**config.mk**
```make
export PLATFORM = sky130hd
export DESIGN_NAME = pwm_duty_sequencer_flat
export DESIGN_NICKNAME = d
export VERILOG_FILES = /design/src/rtl/pwm_duty_sequencer_if.sv /design/src/rtl/pwm_duty_sequencer.sv /design/src/flat_wrapper.sv
export SDC_FILE = /design/constraint.sdc
export NUM_CORES = 1
export LEC_CHECK = 0
export CAP_MARGIN = 20
export CORE_MARGIN = 4
export CORE_UTILIZATION = 45
export DETAILED_ROUTE_END_ITERATION = 10
export PLACE_DENSITY = 0.67
export SYNTH_ARGS = -nofsm -noshare
export SYNTH_HDL_FRONTEND = slang
export SYNTH_SLANG_ARGS = --single-unit
```
**constraint.sdc**
```tcl
create_clock -name clk -period 3.4 [get_ports clk]
set_input_delay 0.34 -clock clk [delete_from_list [all_inputs] [get_ports clk]]
set_output_delay 0.34 -clock clk [all_outputs]
set_load 0.02 [all_outputs]
```
**src/rtl/pwm_duty_sequencer_if.sv**
```systemverilog
// Control/status bundle of the PWM duty sequencer: raw buttons and mode select
// in, PWM pin and applied-duty status out.
interface pwm_duty_sequencer_if #(
    parameter int DW = 4
);
    logic          inc_btn;
    logic          dec_btn;
    logic          auto_en;
    logic          pwm_out;
    logic [DW-1:0] duty;
    logic          at_max;
    logic          at_min;
    logic          busy;

    modport master (
        output inc_btn, dec_btn, auto_en,
        input  pwm_out, duty, at_max, at_min, busy
    );

    modport slave (
        input  inc_btn, dec_btn, auto_en,
        output pwm_out, duty, at_max, at_min, busy
    );
endinterface

```
**src/rtl/pwm_duty_sequencer.sv**
```systemverilog
// Single-channel PWM duty controller: debounced manual inc/dec or autonomous fade.
// Optional macro PWM_SHADOW_UPDATE_EN makes duty changes take effect only at period boundaries.
module pwm_duty_sequencer #(
    parameter int PERIOD       = 10,
    parameter int DW           = 4,
    parameter int INIT_DUTY    = 5,
    parameter int DEB_DIV      = 2,
    parameter int RAMP_PERIODS = 4,
    parameter int HOLD_PERIODS = 8
) (
    input logic                 clk,
    input logic                 rst_n,
    pwm_duty_sequencer_if.slave bus
);
    localparam int DEB_W  = (DEB_DIV > 1) ? $clog2(DEB_DIV) : 1;
    localparam int STEP_W = (RAMP_PERIODS > 1) ? $clog2(RAMP_PERIODS) : 1;
    localparam int HOLD_W = (HOLD_PERIODS > 1) ? $clog2(HOLD_PERIODS) : 1;

    localparam logic [DW-1:0]     DUTY_MAX  = DW'(PERIOD);
    localparam logic [DW-1:0]     CNT_LAST  = DW'(PERIOD - 1);
    localparam logic [DW-1:0]     DUTY_INIT = DW'(INIT_DUTY);
    localparam logic [DEB_W-1:0]  DEB_LAST  = DEB_W'(DEB_DIV - 1);
    localparam logic [STEP_W-1:0] STEP_LAST = STEP_W'(RAMP_PERIODS - 1);
    localparam logic [HOLD_W-1:0] HOLD_LAST = HOLD_W'(HOLD_PERIODS - 1);

    typedef enum logic [2:0] {MANUAL, RAMP_UP, HOLD_HI, RAMP_DOWN, HOLD_LO} state_t;

    state_t            state, state_next;
    logic [DW-1:0]     pwm_cnt, duty_active, duty_shadow, shadow_next;
    logic [STEP_W-1:0] step_cnt, step_next;
    logic [HOLD_W-1:0] hold_cnt, hold_next;
    logic [DEB_W-1:0]  deb_cnt;
    logic              inc_s1, inc_s2, dec_s1, dec_s2;
    logic              period_end, tick, inc_pulse, dec_pulse;

    assign period_end = (pwm_cnt == CNT_LAST);
    assign tick       = (deb_cnt == DEB_LAST);

    // NOTE: clocked state uses non-blocking assignments so every flop samples pre-edge values.
    always_ff @(posedge clk or negedge rst_n) begin
        if (!rst_n) begin
            pwm_cnt <= '0;
            deb_cnt <= '0;
        end else begin
            pwm_cnt <= period_end ? '0 : pwm_cnt + 1'b1;
            deb_cnt <= tick ? '0 : deb_cnt + 1'b1;
        end
    end

    // Two-stage sampler per button; a press fires once, on the tick after first seen high.
    always_ff @(posedge clk or negedge rst_n) begin
        if (!rst_n) begin
            inc_s1 <= 1'b0;
            inc_s2 <= 1'b0;
            dec_s1 <= 1'b0;
            dec_s2 <= 1'b0;
        end else if (tick) begin
            inc_s1 <= bus.inc_btn;
            inc_s2 <= inc_s1;
            dec_s1 <= bus.dec_btn;
            dec_s2 <= dec_s1;
        end
    end

    assign inc_pulse = inc_s1 & ~inc_s2 & tick;
    assign dec_pulse = dec_s1 & ~dec_s2 & tick;

    always_ff @(posedge clk or negedge rst_n) begin
        if (!rst_n) begin
            state       <= MANUAL;
            duty_shadow <= DUTY_INIT;
            step_cnt    <= '0;
            hold_cnt    <= '0;
        end else begin
            state       <= state_next;
            duty_shadow <= shadow_next;
            step_cnt    <= step_next;
            hold_cnt    <= hold_next;
        end
    end

    // NOTE: every combinational output gets a default first so no path infers a latch.
    always_comb begin
        state_next  = state;
        shadow_next = duty_shadow;
        step_next   = step_cnt;
        hold_next   = hold_cnt;
        case (state)
            MANUAL: begin
                if (bus.auto_en) begin
                    state_next = RAMP_UP;
                    step_next  = '0;
                end else if (inc_pulse && !dec_pulse && duty_shadow != DUTY_MAX) begin
                    shadow_next = duty_shadow + 1'b1;
                end else if (dec_pulse && !inc_pulse && duty_shadow != '0) begin
                    shadow_next = duty_shadow - 1'b1;
                end
            end
            RAMP_UP: begin
                if (period_end) begin
                    if (duty_shadow == DUTY_MAX) begin
                        state_next = HOLD_HI;
                        step_next  = '0;
                        hold_next  = '0;
                    end else if (step_cnt == STEP_LAST) begin
                        shadow_next = duty_shadow + 1'b1;
                        step_next   = '0;
                    end else begin
                        step_next = step_cnt + 1'b1;
                    end
                end
            end
            HOLD_HI: begin
                if (period_end) begin
                    if (hold_cnt == HOLD_LAST) begin
                        state_next = RAMP_DOWN;
                        hold_next  = '0;
                        step_next  = '0;
                    end else begin
                        hold_next = hold_cnt + 1'b1;
                    end
                end
            end
            RAMP_DOWN: begin
                if (period_end) begin
                    if (duty_shadow == '0) begin
                        state_next = HOLD_LO;
                        step_next  = '0;
                        hold_next  = '0;
                    end else if (step_cnt == STEP_LAST) begin
                        shadow_next = duty_shadow - 1'b1;
                        step_next   = '0;
                    end else begin
                        step_next = step_cnt + 1'b1;
                    end
                end
            end
            HOLD_LO: begin
                if (period_end) begin
                    if (hold_cnt == HOLD_LAST) begin
                        state_next = RAMP_UP;
                        hold_next  = '0;
                        step_next  = '0;
                    end else begin
                        hold_next = hold_cnt + 1'b1;
                    end
                end
            end
            default: state_next = MANUAL;
        endcase

        // Leaving auto mode freezes the duty where the fade left it.
        if (state != MANUAL && !bus.auto_en) begin
            state_next  = MANUAL;
            shadow_next = duty_shadow;
            step_next   = '0;
            hold_next   = '0;
        end
    end

    always_ff @(posedge clk or negedge rst_n) begin
        if (!rst_n) begin
            duty_active <= DUTY_INIT;
        end else begin
`ifdef PWM_SHADOW_UPDATE_EN
            if (period_end) duty_active <= duty_shadow;
`else
            duty_active <= duty_shadow;
`endif
        end
    end

    assign bus.pwm_out = (pwm_cnt < duty_active);
    assign bus.duty    = duty_active;
    assign bus.at_max  = (duty_active == DUTY_MAX);
    assign bus.at_min  = (duty_active == '0);
    assign bus.busy    = (state != MANUAL);
endmodule

```
**src/flat_wrapper.sv**
```systemverilog
// flat-port wrapper written by rule: the top's interface ports become plain ports
module pwm_duty_sequencer_flat 
#(
    parameter int PERIOD       = 10,
    parameter int DW           = 4,
    parameter int INIT_DUTY    = 5,
    parameter int DEB_DIV      = 2,
    parameter int RAMP_PERIODS = 4,
    parameter int HOLD_PERIODS = 8
)
  (clk, rst_n, bus_inc_btn, bus_dec_btn, bus_auto_en, bus_pwm_out, bus_duty, bus_at_max, bus_at_min, bus_busy);
  pwm_duty_sequencer_if #(.DW(DW)) bus_i ();
  input logic clk;
  input logic rst_n;
  input wire logic [$bits(bus_i.inc_btn)-1:0] bus_inc_btn;
  input wire logic [$bits(bus_i.dec_btn)-1:0] bus_dec_btn;
  input wire logic [$bits(bus_i.auto_en)-1:0] bus_auto_en;
  output wire logic [$bits(bus_i.pwm_out)-1:0] bus_pwm_out;
  output wire logic [$bits(bus_i.duty)-1:0] bus_duty;
  output wire logic [$bits(bus_i.at_max)-1:0] bus_at_max;
  output wire logic [$bits(bus_i.at_min)-1:0] bus_at_min;
  output wire logic [$bits(bus_i.busy)-1:0] bus_busy;
  assign bus_i.inc_btn = bus_inc_btn;
  assign bus_i.dec_btn = bus_dec_btn;
  assign bus_i.auto_en = bus_auto_en;
  assign bus_pwm_out = bus_i.pwm_out;
  assign bus_duty = bus_i.duty;
  assign bus_at_max = bus_i.at_max;
  assign bus_at_min = bus_i.at_min;
  assign bus_busy = bus_i.busy;
  pwm_duty_sequencer #(.PERIOD(PERIOD), .DW(DW), .INIT_DUTY(INIT_DUTY), .DEB_DIV(DEB_DIV), .RAMP_PERIODS(RAMP_PERIODS), .HOLD_PERIODS(HOLD_PERIODS)) u_core (.clk(clk), .rst_n(rst_n), .bus(bus_i));
endmodule
```
After elaboration in Yosys (flattened, before gate mapping)
Cells that the tools add are included.

word-level totals
  word-level logic and storage cells = 116
  flip-flop bits (word level) = 25

cells by class
  multiplexer cells = 41
  $lt $le $gt $ge = 1
  add/sub/neg operators = 6
  reductions and logical operators = 21
  bitwise gates (word level) = 7
  equality and inequality tests = 29

operators with widths
  kind                   count
  $mux W3                17
  $mux W4                10
  $ne A3 B1 Y1 const B   11
  $mux W2                9
  $pmux W3 S5            1
  $eq A4 B4 Y1 const B   3
  $pmux W4 S3            1
  $reduce_and A6 Y1      2
  $reduce_and A10 Y1     1
  $pmux W3 S3            1
  $reduce_and A9 Y1      1
  $add A4 B1 Y4 const B  2
  $logic_not A4 Y1       2
  $ne A2 B1 Y1 const B   4
  $pmux W2 S4            1
  $reduce_bool A4 Y1     2
  $eq A3 B2 Y1 const B   2
  $eq A3 B3 Y1 const B   2
  $ne A2 B2 Y1 const B   3
  $reduce_bool A3 Y1     2
  $logic_and A1 B1 Y1    5
  $reduce_bool A5 Y1     1
  $and A1 B1 Y1          4
  $lt A4 B4 Y1           1
  13 further kinds       17

Longest topological paths before layout
  depth in word-level cells = 10
  depth in mapped cells = 7
  depth with buffers taken out = 7

Worst setup path after synthesis
Ideal clock, no wire load.

  path type = flip-flop to flip-flop
  start = register u_core.duty_shadow[1]
  end = register u_core.duty_shadow[3]
  buffers on the path = 0
  period minus slack after synthesis = 1.903 ns
  slack = 1.497 ns
  required time = 3.265 ns
  cell stages (with the launch flop) = 8
  arrival = 1.769 ns
  cell sequence = dfrtp_1 > inv_1 > ha_1 > or4bb_1 > and2_4 > a41oi_2 > a211oi_1 > xor2_1

between the ends
  longest elaborated chain between the ends = 5
  elaborated cells on any way between the ends = 22
  those cells by class = add/sub (2); eq/ne (5); mux (10); reduce/logical (5)

ends and longest elaborated chain
  what                                   RTL line                                                                        source
  from (decl)                            pwm_duty_sequencer.sv:29                                                        logic [DW-1:0] pwm_cnt, duty_active, duty_shadow, shadow_next;
  from (signal assigned)                 pwm_duty_sequencer.sv:76                                                        duty_shadow <= shadow_next;
  $sub A4 B1 Y4 (tied with other cells)  pwm_duty_sequencer.sv:96, pwm_duty_sequencer.sv:131
  $mux W4 (tied with other cells)        pwm_duty_sequencer.sv:130                                                       end else if (step_cnt == STEP_LAST) begin
  $mux W4 (on tied branches)             pwm_duty_sequencer.sv:126, pwm_duty_sequencer.sv:93, pwm_duty_sequencer.sv:101
  $mux W4 (on tied branches)             pwm_duty_sequencer.sv:125, pwm_duty_sequencer.sv:90, pwm_duty_sequencer.sv:100
  $pmux W4 S3                            pwm_duty_sequencer.sv:88                                                        case (state)

Several ways; a longest one is shown, not always the timed one. The select of a mux whose other input is x is not followed.
A chain may end at the register's enable or synchronous reset.

Worst setup path in the final report
  start = register u_core.pwm_cnt[1]
  end = output bus_pwm_out

between the ends
  longest elaborated chain between the ends = 1

ends and longest elaborated chain
  what                    RTL line                   source
  from (decl)             pwm_duty_sequencer.sv:29
  from (signal assigned)  pwm_duty_sequencer.sv:45   pwm_cnt <= period_end ? '0 : pwm_cnt + 1'b1;
  $lt A4 B4 Y1            pwm_duty_sequencer.sv:173  assign bus.pwm_out = (pwm_cnt < duty_active);
  to (decl)               flat_wrapper.sv:18         output wire logic [$bits(bus_i.pwm_out)-1:0] bus_pwm_out;

Every way passes these cells.

==> metrics.txt <==
Core ar.=3028 um2; endpoint class of the critical path=output port; fin crit share=0.7297; Root Driver=clkbuf_4; Avg Inst Size Synth=10.89 um2; synthesized instance count=129; Vias per Instance=5.251; Worst-Skew Late Latency=320 ps; nets@finish=approximately 160; Post-CTS Setup Inserts=0; R2R setup slack=1270 ps; P&R area growth vs syn=15.32%; WL/cell=13.10 um; Worst Tran Pin Value=520.3 ps; Most Crowded Layer GR=met2; Setup Crit Path Kind=reg -> out; clk sinks=25; Post-DP HPWL=1860 um; global route overflow=0; Port Buffer Count=12; crit-path cells=ha_1, a21boi_0, o21ai_0, nand2b_1, a21oi_1, clkdlybuf4s50_1; Detailed Route WL=2449 um; crit-path max cell delay=610 ps; DR vias=roughly 980; post-CTS sizing=0; Most used DFF post-synth=dfrtp_1; Mapped Area=1405 um2; antenna violations before repair=0; setup TNS=0 ps; Die Height=63.88 um; Row Count=20; GRT Util Overall=0.1291; Leak Pwr=0.7178 nW; die area=4081 um2; endpoints failing hold=0; gpl congestion=0.8621; Seq/Total Area, Yosys=0.4488; GR Util met1=0.1600; ant diodes=0; RSZ-0062 raised after global routing=false; CP arrival=~2100 ps; CP Data Required Time=3060 ps; DRC Markers=0; Area after DPL=1565 um2; Post-Layout Inst Area=1620 um2; clock skew=1.500 ps; Initial Utilization=0.4640; CTS Buf Count=3; HP Class=in -> async; GR Layer Usage met3=0.01757; ratio of cells with drive above 1 in the final layout=0.1399; top-level port count=13; global routing usage on met2=0.2271; clk buf depth=2; max-cap check violation count=0; H-tree levels=1; syn_nets=143; largest net degree at the start of global routing=26; hold-fix buffers at CTS=0; Crit-path slowest cell=clkdlybuf4s50_1; crit-path max FO=7; Peak VDD IR=roughly 220 uV; CP Launch Type=flip-flop; Async SR Flop Fraction=1.000; Post-synth EDFFs=0; CTS tree=built; Final min period=approximately 2500 ps; DRT antenna net count=0; Synthesis Warnings=0; width of the die=between 60 and 70 um; CP delay by family, top=buffers and inverters; R2R cell count=7; FF-to-FF End=u_core.duty_shadow[3]$_DFFE_PN0P_; Fmax achieved=a little over 400 MHz; clock slew seen by the registers of the worst setup and hold paths=~130 ps; #FFs+latches synth=25; status=completed; Pwr Density=554.5 nW/um2; origin of the critical flop-to-flop path=u_core.duty_shadow[1]$_DFFE_PN0P_; first-pass GRT wire length=4250 um; DRT Pass-1 Iters=4; CP Buf/Inv Count=1; vias in the first global route=987; Netlist cell types=42; Worst slew margin=0.6482; final setup vio count=0; initial DRC count=34; Max Slew Vio Count=0
==> synth_stat cells (2+ instances only) <==
master     n  area [um2]
dfstp_2    4       105.1
mux2_2     6       67.56
a211oi_1   2       15.01
nor2_1     3       11.26
mux2i_1    4       40.04
o21ai_1    2       10.01
a41oi_2    2       32.53
nand2b_1   3       18.77
nand2_1    5       18.77
nor4_1     3       18.77
inv_1     10       37.54
xor2_1     4       35.03
o21ai_0    2       10.01
nand3_1    3       15.01
nor3_1     5       25.02
or4bb_1    2       22.52
ha_1       9       112.6
dfrtp_1   21       525.5
buf_2      3       15.01
nor3b_1    4       30.03
a21oi_1    7       35.03
a22o_1     2       17.52
xnor2_1    4       35.03
==> cell families after synthesis <==
| family | synth area share |
|---|---|
| DFF | 0.4488 |
| muxes | 0.07658 |
| adders and majority gates | 0.08727 |
| AOI/OAI and AO/OA | 0.1202 |
| and+or+nand+nor | 0.1772 |
| xor gates and xnor gates | 0.04986 |
| buffers and inverters | 0.04007 |
==> per-stage QoR <==
step / instances / hold slack [ps] / total power, mW / util / setup slack, ps
floorplan: 129 / 44.41 / 0.6390 / - / 1497
global placement: 182 / 397.1 / 0.7548 / 0.5169 / 1318
detailed placement: 182 / 403.8 / 0.7718 / 0.5169 / 1255
CTS: 186 / 422.7 / 0.9002 / 0.5260 / 893.7
global route: 187 / 351.5 / 0.9607 / 0.5351 / 736.2
finish: 187 / 328.4 / 0.8984 / 0.5351 / 919.1
==> flip-flops by register name, indices dropped and copies added (netlist names) <==
register	flops
u_core.step_cnt	2
u_core.dec_s2	1
u_core.pwm_cnt	4
u_core.bus.duty	4
u_core.deb_cnt	1
u_core.duty_shadow	4
u_core.hold_cnt	3
u_core.inc_s2	1
u_core.dec_s1	1
u_core.state	3
u_core.inc_s1	1
==> per-layer routing <==
| layer | up-vias | part of all wire |
|---|---|---|
| li1 | 493 | - |
| met1 | 465 | 0.46 |
| met2 | 19 | 0.48 |
| met3 | 5 | 0.040 |
| met4 | 0 | 0.017 |
| met5 | - | 0 |
==> placed cells by master (no fill, tap or decap), types with 4 or more instances in the layout <==
master / count
inv_1: 10
mux2_2: 6
xor2_1: 4
a21oi_1: 7
dfrtp_1: 21
xnor2_1: 4
ha_1: 9
mux2i_1: 4
dfstp_2: 4
nand2_1: 5
clkdlybuf4s50_1: 12
nor3b_1: 4
nor3_1: 5
==> worst max-delay path by stage <==
stage	from	to	slack, ps	cells after the start
global route	u_core.pwm_cnt[1]$_DFF_PN0_	bus_pwm_out	740	6
detailed placement	u_core.pwm_cnt[1]$_DFF_PN0_	bus_pwm_out	1260	6
global placement	u_core.pwm_cnt[1]$_DFF_PN0_	bus_pwm_out	1320	6
floorplan	u_core.duty_shadow[1]$_DFFE_PN0P_	u_core.duty_shadow[3]$_DFFE_PN0P_	1500	7
finish	u_core.pwm_cnt[1]$_DFF_PN0_	bus_pwm_out	920	6
CTS	u_core.pwm_cnt[1]$_DFF_PN0_	bus_pwm_out	890	6
==> worst reg2reg max path, cell delays in order, from the launching register on <==
cell and delay, ps:
dfrtp_1 480, inv_1 110, ha_1 190, or4bb_1 550, nor3b_1 180, a41oi_2 260
a211oi_1 100, xor2_1 160
==> layout make-up <==
cell class	count	area [um2]
fillers	283	1408
multi-input cells	90	718.2
flip-flops and latches	25	630.6
repair buffers	13	147.6
well taps	44	55.05
inverters	11	41.29
clock buffers	3	22.52
clock inverters	1	5.005
==> where the power goes <==
part | switching, mW | internal, mW
clock | 0.0861 | 0.0441
combinational | 0.162 | 0.162
sequential | 0.0736 | 0.371
Power figures use the tool's default switching activity.
